`src/rtl/dac7611_rx_if.sv`:
```
// ---------------------------------------------------------------------------
// dac7611_rx_if
// Carries the 4-wire DAC7611 serial bundle between a driver and the receiver.
//   dac_signals_15[3] : CLK (serial clock)
//   dac_signals_15[2] : SDI (serial data, MSB first)
//   dac_signals_15[1] : LD  (load, word transferred on falling edge)
//   dac_signals_15[0] : CLR (clear, active-low)
// master drives the bundle; slave observes it.
// ---------------------------------------------------------------------------
interface dac7611_rx_if;
    logic [3:0] dac_signals_15;

    modport master (output dac_signals_15);
    modport slave  (input  dac_signals_15);
endinterface

```
`src/rtl/dac7611_rx.sv`:
```
// ---------------------------------------------------------------------------
// dac7611_rx
// Recovers 12-bit MSB-first words from the DAC7611 serial bundle. Used as a
// loopback checker for the on-chip driver and as a DAC stand-in in benches.
//
// Ports
//   clk         system clock (same domain as the driver)
//   reset       asynchronous, active-low reset
//   dac         slave side of the serial bundle {CLK, SDI, LD, CLR}
//   dac_code    last successfully loaded word
//   code_valid  one-cycle pulse when dac_code is loaded from a frame
//   frame_err   one-cycle pulse on LD fall with a wrong bit count
//   clr_active  high while the receiver is held in CLEAR
//   bit_cnt     CLK rises accepted in the current frame, saturating at 15
//
// State table
//   ST_SHIFT | collecting bits on CLK rises, waiting for LD fall
//   ST_HOLD  | frame closed; CLK ignored until LD returns high
//   ST_CLEAR | CLR asserted; code, shift register and count forced to 0
// ---------------------------------------------------------------------------
module dac7611_rx #(
    parameter int DATA_BITS = 12
) (
    input  logic                 clk,
    input  logic                 reset,
    dac7611_rx_if.slave          dac,
    output logic [DATA_BITS-1:0] dac_code,
    output logic                 code_valid,
    output logic                 frame_err,
    output logic                 clr_active,
    output logic [3:0]           bit_cnt
);

    typedef enum logic [1:0] {
        ST_SHIFT = 2'd0,
        ST_HOLD  = 2'd1,
        ST_CLEAR = 2'd2
    } state_t;

    // Idle line levels {CLK=1, SDI=0, LD=1, CLR=1}; resetting the pipeline to
    // these keeps reset release from looking like an edge.
    localparam logic [3:0] SYNC_IDLE = 4'b1011;
    localparam logic [3:0] FULL_CNT  = 4'(DATA_BITS);

    state_t state, state_nxt;

    logic [3:0]           sync1, sync2;
    logic [1:0]           sync3;          // {CLK, LD} delayed once more for edges
    logic [DATA_BITS-1:0] shift_reg, shift_nxt, shifted;
    logic [DATA_BITS-1:0] code_nxt;
    logic [3:0]           cnt_nxt, cnt_inc;
    logic                 valid_nxt, err_nxt;

    logic clk_rise, ld_fall, ld_rise, sdi, clr_b, ld_lvl;

    always_ff @(posedge clk or negedge reset) begin
        if (!reset) begin
            sync1 <= SYNC_IDLE;
            sync2 <= SYNC_IDLE;
            sync3 <= 2'b11;
        end else begin
            sync1 <= dac.dac_signals_15;
            sync2 <= sync1;
            sync3 <= {sync2[3], sync2[1]};
        end
    end

    assign clk_rise = sync2[3] & ~sync3[1];
    assign ld_fall  = ~sync2[1] & sync3[0];
    assign ld_rise  = sync2[1] & ~sync3[0];
    assign sdi      = sync2[2];
    assign ld_lvl   = sync2[1];
    assign clr_b    = sync2[0];

    assign shifted  = {shift_reg[DATA_BITS-2:0], sdi};
    assign cnt_inc  = (bit_cnt == 4'hF) ? bit_cnt : bit_cnt + 4'd1;

    always_ff @(posedge clk or negedge reset) begin
        if (!reset) state <= ST_SHIFT;
        else        state <= state_nxt;
    end

    always_comb begin
        state_nxt = state;
        shift_nxt = shift_reg;
        cnt_nxt   = bit_cnt;
        code_nxt  = dac_code;
        valid_nxt = 1'b0;
        err_nxt   = 1'b0;

        if (!clr_b) begin
            // CLR outranks everything, including an LD fall in the same cycle.
            state_nxt = ST_CLEAR;
            shift_nxt = '0;
            cnt_nxt   = '0;
            code_nxt  = '0;
        end else begin
            case (state)
                ST_SHIFT: begin
                    if (clk_rise) begin
                        shift_nxt = shifted;
                        cnt_nxt   = cnt_inc;
                    end
                    // The compare sees the post-shift values, so a CLK rise and
                    // LD fall landing together still close a complete frame.
                    if (ld_fall) begin
                        if (cnt_nxt == FULL_CNT) begin
                            code_nxt  = shift_nxt;
                            valid_nxt = 1'b1;
                        end else begin
                            err_nxt   = 1'b1;
                        end
                        state_nxt = ST_HOLD;
                    end
                end
                ST_HOLD: begin
                    if (ld_rise) begin
                        shift_nxt = '0;
                        cnt_nxt   = '0;
                        state_nxt = ST_SHIFT;
                    end
                end
                ST_CLEAR: begin
                    state_nxt = ld_lvl ? ST_SHIFT : ST_HOLD;
                end
                default: begin
                    state_nxt = ST_SHIFT;
                end
            endcase
        end
    end

    always_ff @(posedge clk or negedge reset) begin
        if (!reset) begin
            shift_reg  <= '0;
            bit_cnt    <= '0;
            dac_code   <= '0;
            code_valid <= 1'b0;
            frame_err  <= 1'b0;
        end else begin
            shift_reg  <= shift_nxt;
            bit_cnt    <= cnt_nxt;
            dac_code   <= code_nxt;
            code_valid <= valid_nxt;
            frame_err  <= err_nxt;
        end
    end

    assign clr_active = (state == ST_CLEAR);

endmodule

```
`src/flat_wrapper.sv`:
```
// flat-port wrapper written by rule: the top's interface ports become plain ports
module dac7611_rx_flat 
#(
    parameter int DATA_BITS = 12
)
  (clk, reset, dac_code, code_valid, frame_err, clr_active, bit_cnt, dac_dac_signals_15);
  dac7611_rx_if dac_i ();
  input  logic clk;
  input  logic reset;
  output logic [DATA_BITS-1:0] dac_code;
  output logic code_valid;
  output logic frame_err;
  output logic clr_active;
  output logic [3:0] bit_cnt;
  input wire logic [$bits(dac_i.dac_signals_15)-1:0] dac_dac_signals_15;
  assign dac_i.dac_signals_15 = dac_dac_signals_15;
  dac7611_rx #(.DATA_BITS(DATA_BITS)) u_core (.clk(clk), .reset(reset), .dac(dac_i), .dac_code(dac_code), .code_valid(code_valid), .frame_err(frame_err), .clr_active(clr_active), .bit_cnt(bit_cnt));
endmodule
```
`config.mk`:
```
export PLATFORM = sky130hd
export DESIGN_NAME = dac7611_rx_flat
export DESIGN_NICKNAME = d
export VERILOG_FILES = /design/src/rtl/dac7611_rx_if.sv /design/src/rtl/dac7611_rx.sv /design/src/flat_wrapper.sv
export SDC_FILE = /design/constraint.sdc
export NUM_CORES = 1
export LEC_CHECK = 0
export CORE_ASPECT_RATIO = 0.9
export CORE_MARGIN = 4
export CORE_UTILIZATION = 27
export DETAILED_ROUTE_END_ITERATION = 10
export GPL_ROUTABILITY_DRIVEN = 0
export GPL_TIMING_DRIVEN = 0
export SLEW_MARGIN = 20
export SYNTH_ARGS = -nofsm -noshare
export SYNTH_HDL_FRONTEND = slang
export SYNTH_SLANG_ARGS = --single-unit
```
`constraint.sdc`:
```
create_clock -name clk -period 2.28 [get_ports clk]
set_clock_uncertainty 0.1 [all_clocks]
set_input_delay 0.342 -clock clk [delete_from_list [all_inputs] [get_ports clk]]
set_output_delay 0.342 -clock clk [all_outputs]
set_load 0.005 [all_outputs]
```
* Word-level counts from Yosys, hierarchy flattened *
Index checks and enable logic that the tools add are counted.

word-level totals
  register bits after elaboration = 42
  input port bits = 6
  output and inout port bits = 19
  word-level logic and storage cells = 58

cells by class
  add/sub/neg operators = 1
  equal/unequal tests = 10
  mux-type cells = 28
  bitwise gates (word level) = 6
  reduce and logical (&&, ||, !) cells = 4

operator list
  kind                                                                   count
  12-bit two-way mux                                                     7
  4-bit two-way mux                                                      6
  12-bit case mux with 2 select lines                                    1
  1-bit two-way mux                                                      9
  3-bit != test, second input constant                                   3
  4-bit equality test, second input constant                             2
  4-bit case mux with 2 select lines                                     1
  2-bit two-way mux                                                      3
  2-bit != test, second input constant                                   3
  2-bit case mux with 3 select lines                                     1
  4-bit by 1-bit adder with 4-bit output, second input constant          1
  2-bit AND reduction                                                    2
  1-bit AND                                                              3
  1-bit inverter                                                         3
  3-bit AND reduction                                                    1
  2-bit by 1-bit equality test with 1-bit output, second input constant  1
  2-bit equality test, second input constant                             1
  2-bit zero test                                                        1

* Logic depth before layout (Yosys ltp) *
Gate-level depths: netlist (run 1).

  depth after elaboration = 10
  gate-level depth with buffers = 6
  depth with buffers taken out = 5

* Least setup slack after synthesis (run 1) *
Ideal clock, no wire load.

  kind = reg-to-reg
  start point = register u_core.bit_cnt[0]
  end point = register u_core.dac_code[7]
  library setup time = 0.079 ns
  arrival = 1.800 ns
  required time = 2.101 ns
  setup slack = 0.301 ns
  stages on the path, launching flop included = 7
  path buffers = 1
  period minus slack after synthesis = 1.979 ns
  cells stage by stage = dfrtp_1 ha_1 or3b_4 mux2i_4 o221a_4 buf_12 mux2i_1

on the way
  word-level cells in the longest chain between the ends = 8
  elaborated cells on any way between the ends = 9
  classes of those cells = 1 x add/sub; 3 x eq/ne; 4 x mux; 1 x reduce/logical

RTL lines
  item                                                                                  RTL line           RTL
  start, declared                                                                       dac7611_rx.sv:31   output logic [3:0] bit_cnt
  start signal, assigned                                                                dac7611_rx.sv:142  bit_cnt <= cnt_nxt;
  4-bit by 1-bit adder with 4-bit output / 4-bit equality test (equally long branches)  dac7611_rx.sv:76   assign cnt_inc = (bit_cnt == 4'hF) ? bit_cnt : bit_cnt + 4'd1;
  4-bit two-way mux                                                                     dac7611_rx.sv:76
  4-bit two-way mux (*)                                                                 dac7611_rx.sv:100  if (clk_rise) begin
  4-bit two-way mux (*)                                                                 dac7611_rx.sv:98   case (state)
  4-bit two-way mux (*)                                                                 dac7611_rx.sv:91   if (!clr_b) begin
  4-bit equality test (*)                                                               dac7611_rx.sv:107  if (cnt_nxt == FULL_CNT) begin
  2-bit != test (no line) (*)                                                           n/a
  3-bit AND reduction (no line) (*)                                                     n/a
  end signal, assigned                                                                  dac7611_rx.sv:143  dac_code <= code_nxt;
  end, declared                                                                         dac7611_rx.sv:27   output logic [DATA_BITS-1:0] dac_code,

Every way passes the cells marked *; elsewhere a longest branch is shown, timed or not. The select of a mux whose other input is x is not followed.
A chain may end at the register's enable or synchronous reset.

* Worst setup path after layout (run 1) *
Same ends and word-level chain as after synthesis.

==> results of run 1 <==
[report_power, final]
part           internal, mW  leakage, nW  total (mW)  switching [mW]
clock network         0.306       0.0575       0.556           0.250
logic                0.0432        0.382      0.0985          0.0553
registers             0.764        0.548       0.777          0.0138
total                  1.11        0.987        1.43           0.319
[cells in the mapped netlist, types with 2 or more instances]
cell	number	area [um2]
nor3_1	2	10.01
a21oi_1	3	15.01
nor2b_1	3	18.77
dfstp_2	8	210.2
nand4b_1	2	17.52
dfrtp_1	34	850.8
buf_2	3	15.01
a22o_1	12	105.1
o22ai_1	12	75.07
nor2_1	11	41.29
nand2_1	15	56.30
inv_1	2	7.510
and2_1	2	12.51
nand2b_1	3	18.77
mux2i_1	12	120.1
or3_1	2	12.51
[worst paths after layout]
check	to	slack, ns	cells after the start
setup / recovery	u_core.dac_code[7]$_DFFE_PN0P_	0.13	6
hold / removal	u_core.sync2[2]$_DFF_PN0_	0.25	0
setup reg to reg	u_core.dac_code[7]$_DFFE_PN0P_	0.13	6
hold reg to reg	u_core.sync2[2]$_DFF_PN0_	0.25	0
max in group asynchronous	u_core.sync1[3]$_DFF_PN1_	1.10	3
min in group asynchronous	u_core.dac_code[4]$_DFFE_PN0P_	0.43	2
[logic make-up after synthesis]
logic type | share of synthesized area
compound gates | 0.1599
simple gates | 0.1388
mux | 0.07792
flops | 0.5796
buf+inv | 0.03691
fa+ha+maj | 0.006834
[layout by cell type (no fill, tap or decap), drive strengths merged, types with 2 or more instances in the layout]
cell	netlist	routed
or3	3	3
and2	2	2
clkdlybuf4s50	0	23
nor2b	3	3
nor3	2	2
clkbuf	1	9
inv	2	2
nand4b	2	2
mux2i	13	13
a22o	12	12
nor2	11	11
o22ai	12	12
or3b	2	2
nand2b	3	3
dfrtp	34	34
dfstp	8	8
nand2	15	15
buf	5	7
a21oi	3	3
[stage by stage]
| step | hold WS [ns] | utilization | instance area, um2 | power (mW) |
|---|---|---|---|---|
| finish | 0.2545 | 0.3564 | 2347 | 1.432 |
| global placement | 0.2341 | 0.3315 | 2183 | 0.8816 |
| global route | 0.2592 | 0.3564 | 2347 | 1.504 |
| detailed placement | 0.2323 | 0.3349 | 2206 | 0.8883 |
| CTS | 0.2511 | 0.3532 | 2326 | 1.447 |
| floorplan | -0.05359 | - | 1831 | 0.8378 |
[critical path: stages, from the launching register on]
cell     delay (ns)
dfrtp_2        0.48
ha_1           0.29
or3b_4         0.40
mux2i_4        0.23
o221a_4        0.27
buf_12         0.13
mux2i_1        0.18
[per-layer routing]
layer	track usage	vias to the layer above	wire (um)
met5	0	-	0
met4	0.02752	0	54
met3	0.04035	6	177
met2	0.1440	27	1651
met1	0.1544	620	1996
li1	-	611	-
[layout make-up]
| cell class | count | area [um2] |
|---|---|---|
| clock buffers | 8 | 110.1 |
| repair buffers | 26 | 272.8 |
| plain buffers | 6 | 60.06 |
| inverters | 2 | 7.507 |
| fillers | 670 | 4239 |
| multi-input cells | 98 | 720.7 |
| well taps | 90 | 112.6 |
| flip-flops and latches | 42 | 1064 |
[what timing repair did]
item,in CTS,in global routing
setup buffers,0,0
resized for setup,0,4
hold buffers,1,0
setup endpoints to repair,0,11
endpoints found under the hold margin,14,0
==> results.json, run 1 <==
{
  "dieHeight_um": 86.12,
  "rsz0062_at_grt": "no",
  "clockRootBuffer": "clkbuf_8",
  "critPathKind": "flop to flop",
  "worstMarginPinSlew_ns": 0.4650,
  "overflow": 0,
  "p_leak_nw": 0.9873,
  "dieArea_um2": 8163,
  "drt-initial-drc-count": 63,
  "synth-edff-count": 0,
  "vias_per_cell": 4.647,
  "ios": 25,
  "setup_ws_ns": 0.1283,
  "cts_tree": "done",
  "synth_top_flop_cell": "dfrtp_1",
  "antenna_cells": 0,
  "ys_seq_elements": 42,
  "hold_class": "flop to flop",
  "finalSetupViolations": 0,
  "dp.cells": 263,
  "final_cells": 272,
  "wl_per_cell_um": 14.26,
  "fmax_mhz": 464.7,
  "clk_pin_slew_worst_paths_ns": 0.08,
  "yosysWarnings": 0,
  "syn-num-nets": 155,
  "async_flop_share": 1.000,
  "tns_ns": 0,
  "outcome": "complete, no violations",
  "die_w_um": 94.79,
  "post-place-ws_ns": 0.06181,
  "place_hpwl_mm": 2.638,
  "drc": 0,
  "grt_pass1_wl_mm": 6.658,
  "crit_fanout": 10,
  "cts_sinks": 42,
  "start_util": 0.2779,
  "min_from": "u_core.sync1[2]$_DFF_PN0_",
  "required_ns": 2.40,
  "ant_nets": 0,
  "drv_slew": 0,
  "end_kind": "flop",
  "synth_cell_type_count": 38,
  "clock_path_buffers": 2,
  "cp.arrival_ns": 2.27,
  "numCtsBuffers": 5,
  "cts_htree_levels": 2,
  "max-vdd-ir-drop_mv": 0.3122,
  "drv_cap": 0,
  "crit_path_start": "u_core.bit_cnt[0]$_DFFE_PN0P_",
  "seq_area_frac_synth": 0.5796,
  "synth_area_um2": 1831,
  "final_hold_viol_count": 0,
  "synth_cells": 148,
  "num_vias": 1264,
  "grt_max_degree": 24,
  "clk_latency_ns": 0.29,
  "place.port_buffers": 24,
  "drive_gt1_frac": 0.1868,
  "final_nets": 188,
  "layout-area-overhead-vs-synth_pct": 28.23,
  "rows": 28,
  "grt_pass1_vias": 1305,
  "finalWirelength_mm": 3.879,
  "critPathLaunchType": "flop",
  "core-area_um2": 6586,
  "rr_startpoint": "u_core.bit_cnt[0]$_DFFE_PN0P_",
  "antenna_found_initial": 0,
  "min_period_ns": 2.152,
  "grt_usage": 0.1054,
  "syn_area_per_cell_um2": 12.37,
  "fin_crit_sh": 0.9437,
  "dr.pass1.iters": 4,
  "slew_headroom": 0.6876,
  "p_per_area_nw_per_um2": 610.1
}
(Power assumes the default switching activity.)
==> run 2, diff against run 1 <==
==> constraint.sdc (replaced) <==
create_clock -name clk -period 2.7 [get_ports clk]
set_clock_uncertainty 0.1 [all_clocks]
set_input_delay 0.405 -clock clk [delete_from_list [all_inputs] [get_ports clk]]
set_output_delay 0.405 -clock clk [all_outputs]
set_load 0.005 [all_outputs]
==> run 2 against run 1 <==
Combinational power shrank 18%. Highest routed layer unchanged. Final area shrank 0.91%. Clock-buffer cell count unchanged. Sequential share of layout area increased by 0.31 points. Critical path depth fell by 1. Utilization fell by 0.32 points. Critical endpoint is now u_core.dac_code[4]$_DFFE_PN0P_.
==> results.json, run 2 (synthesis gave the netlist of run 1 again) <==
{
  "end_kind": "flop",
  "reg2reg_depth": 5,
  "numCtsBuffers": 5,
  "dieArea_um2": 8163,
  "tns_ns": 0,
  "final_common_cell": "dfrtp_1",
  "place_area_um2": 2206,
  "cp.arrival_ns": 2.27,
  "crit_fanout": 10,
  "required_ns": 2.75,
  "ios": 25,
  "dr.pass1.iters": 4,
  "critPathMaxStageDelay_ns": 0.51,
  "clockRootBuffer": "clkbuf_8",
  "core-area_um2": 6586,
  "layout-area-overhead-vs-synth_pct": 27.07,
  "final_nets": 188,
  "clock_path_buffers": 2,
  "slew_headroom": 0.5997,
  "grt_usage": 0.1054,
  "hold_class": "flop to flop",
  "cts_tree": "done",
  "final_hold_viol_count": 0,
  "timing.rr.end": "u_core.dac_code[4]$_DFFE_PN0P_",
  "final_area_um2": 2326,
  "cts_htree_levels": 2,
  "fmax_mhz": 452.2,
  "min_from": "u_core.sync1[2]$_DFF_PN0_",
  "antenna_cells": 0,
  "ant_nets": 0,
  "drt-initial-drc-count": 59,
  "rsz0062_at_grt": "no",
  "clk_pin_slew_worst_paths_ns": 0.08,
  "num_vias": 1273,
  "reg2reg_slack_ns": 0.49,
  "finalWirelength_mm": 3.868,
  "p_leak_nw": 0.9826,
  "worstPathCellList": "ha_1, nand3_1, and4b_2, o221ai_2, o22ai_1",
  "drv_slew": 0,
  "critPathBufInv": 0,
  "seq_area_um2": 1061,
  "rows": 28,
  "die_w_um": 94.79,
  "min_period_ns": 2.211,
  "vias_per_cell": 4.680,
  "cts_sinks": 42,
  "crit_slowest_cell": "dfrtp_1",
  "fillers": 674,
  "p_per_area_nw_per_um2": 518.3,
  "min_to": "u_core.sync2[2]$_DFF_PN0_",
  "hold_ws_ns": 0.2545,
  "grt_max_degree": 24,
  "outcome": "complete, no violations",
  "critPathKind": "flop to flop",
  "place_hpwl_mm": 2.638,
  "multi_input_area_um2": 701.9,
  "critPathLaunchType": "flop",
  "grt_pass1_vias": 1305,
  "place.port_buffers": 24,
  "worstMarginPinSlew_ns": 0.6005,
  "drive_gt1_frac": 0.1758,
  "clk_latency_ns": 0.29,
  "rr_startpoint": "u_core.bit_cnt[0]$_DFFE_PN0P_",
  "start_util": 0.2779,
  "utilization": 0.3532,
  "grt_pass1_wl_mm": 6.658,
  "final_cell_mix": "34 x dfrtp_1, 23 x clkdlybuf4s50_1, 15 x nand2_1",
  "antenna_found_initial": 0,
  "drc": 0,
  "finalSetupViolations": 0,
  "critical_path.top_delay_family": "compound AO/OA/AOI/OAI gates",
  "drv_cap": 0,
  "hold_depth": 0,
  "wl_per_cell_um": 14.22,
  "post-place-ws_ns": 0.4818,
  "max-vdd-ir-drop_mv": 0.2636,
  "fin_crit_sh": 0.8190,
  "overflow": 0,
  "setup_ws_ns": 0.4886,
  "dieHeight_um": 86.12
}
-- run 2: worst register-to-register path, cell delays in order, from the launching register on --
cell      delay [ns]
dfrtp_1         0.51
ha_1            0.31
nand3_1         0.16
and4b_2         0.31
o221ai_2        0.50
o22ai_1         0.19
-- run 2: stage by stage --
step	std cells	total power [mW]
floorplan	148	0.7075
global route	272	1.267
CTS	272	1.222
finish	272	1.206
detailed placement	263	0.7501
global placement	262	0.7445
-- run 2: how the worst max path moves through the flow --
stage                             startpoint                              to  slack (ns)  cells past startpoint
4_1_cts        u_core.bit_cnt[0]$_DFFE_PN0P_  u_core.dac_code[8]$_DFFE_PN0P_        0.47                      5
3_3_place_gp                           reset      u_core.frame_err$_DFF_PN0_       0.005                      1
6_report       u_core.bit_cnt[0]$_DFFE_PN0P_  u_core.dac_code[4]$_DFFE_PN0P_        0.49                      5
2_1_floorplan  u_core.bit_cnt[0]$_DFFE_PN0P_  u_core.dac_code[7]$_DFFE_PN0P_        0.72                      6
3_5_place_dp   u_core.bit_cnt[0]$_DFFE_PN0P_  u_core.dac_code[8]$_DFFE_PN0P_        0.48                      5
5_1_grt        u_core.bit_cnt[0]$_DFFE_PN0P_  u_core.dac_code[8]$_DFFE_PN0P_        0.29                      5
-- run 2: area by class of cell --
type	count	area share
Sequential cell	42	0.4562
Clock buffer	8	0.04734
Inverter	2	0.003228
Timing Repair Buffer	26	0.1173
Multi-Input combinational cell	98	0.3018
Buffer	6	0.02582
Tap cell	90	0.04841
-- run 2: repair_timing --
action,4_1_cts,5_1_grt
hold buffers,1,0
setup buffers,0,0
resized for setup,0,0
endpoints found under the hold margin,14,0
-- run 2: layer usage --
metal  share of wire  global-route usage  wire (um)
met3           0.047             0.04035        182
met1            0.51              0.1544       1985
met4          0.0098             0.02752         38
met5               0                   0          0
met2            0.43              0.1440       1661
-- run 2: report_power, final --
part	switching (mW)	leakage, nW	internal (mW)
logic	0.0456	0.374	0.0356
clock network	0.210	0.0575	0.258
registers	0.0112	0.551	0.645
total	0.267	0.983	0.938
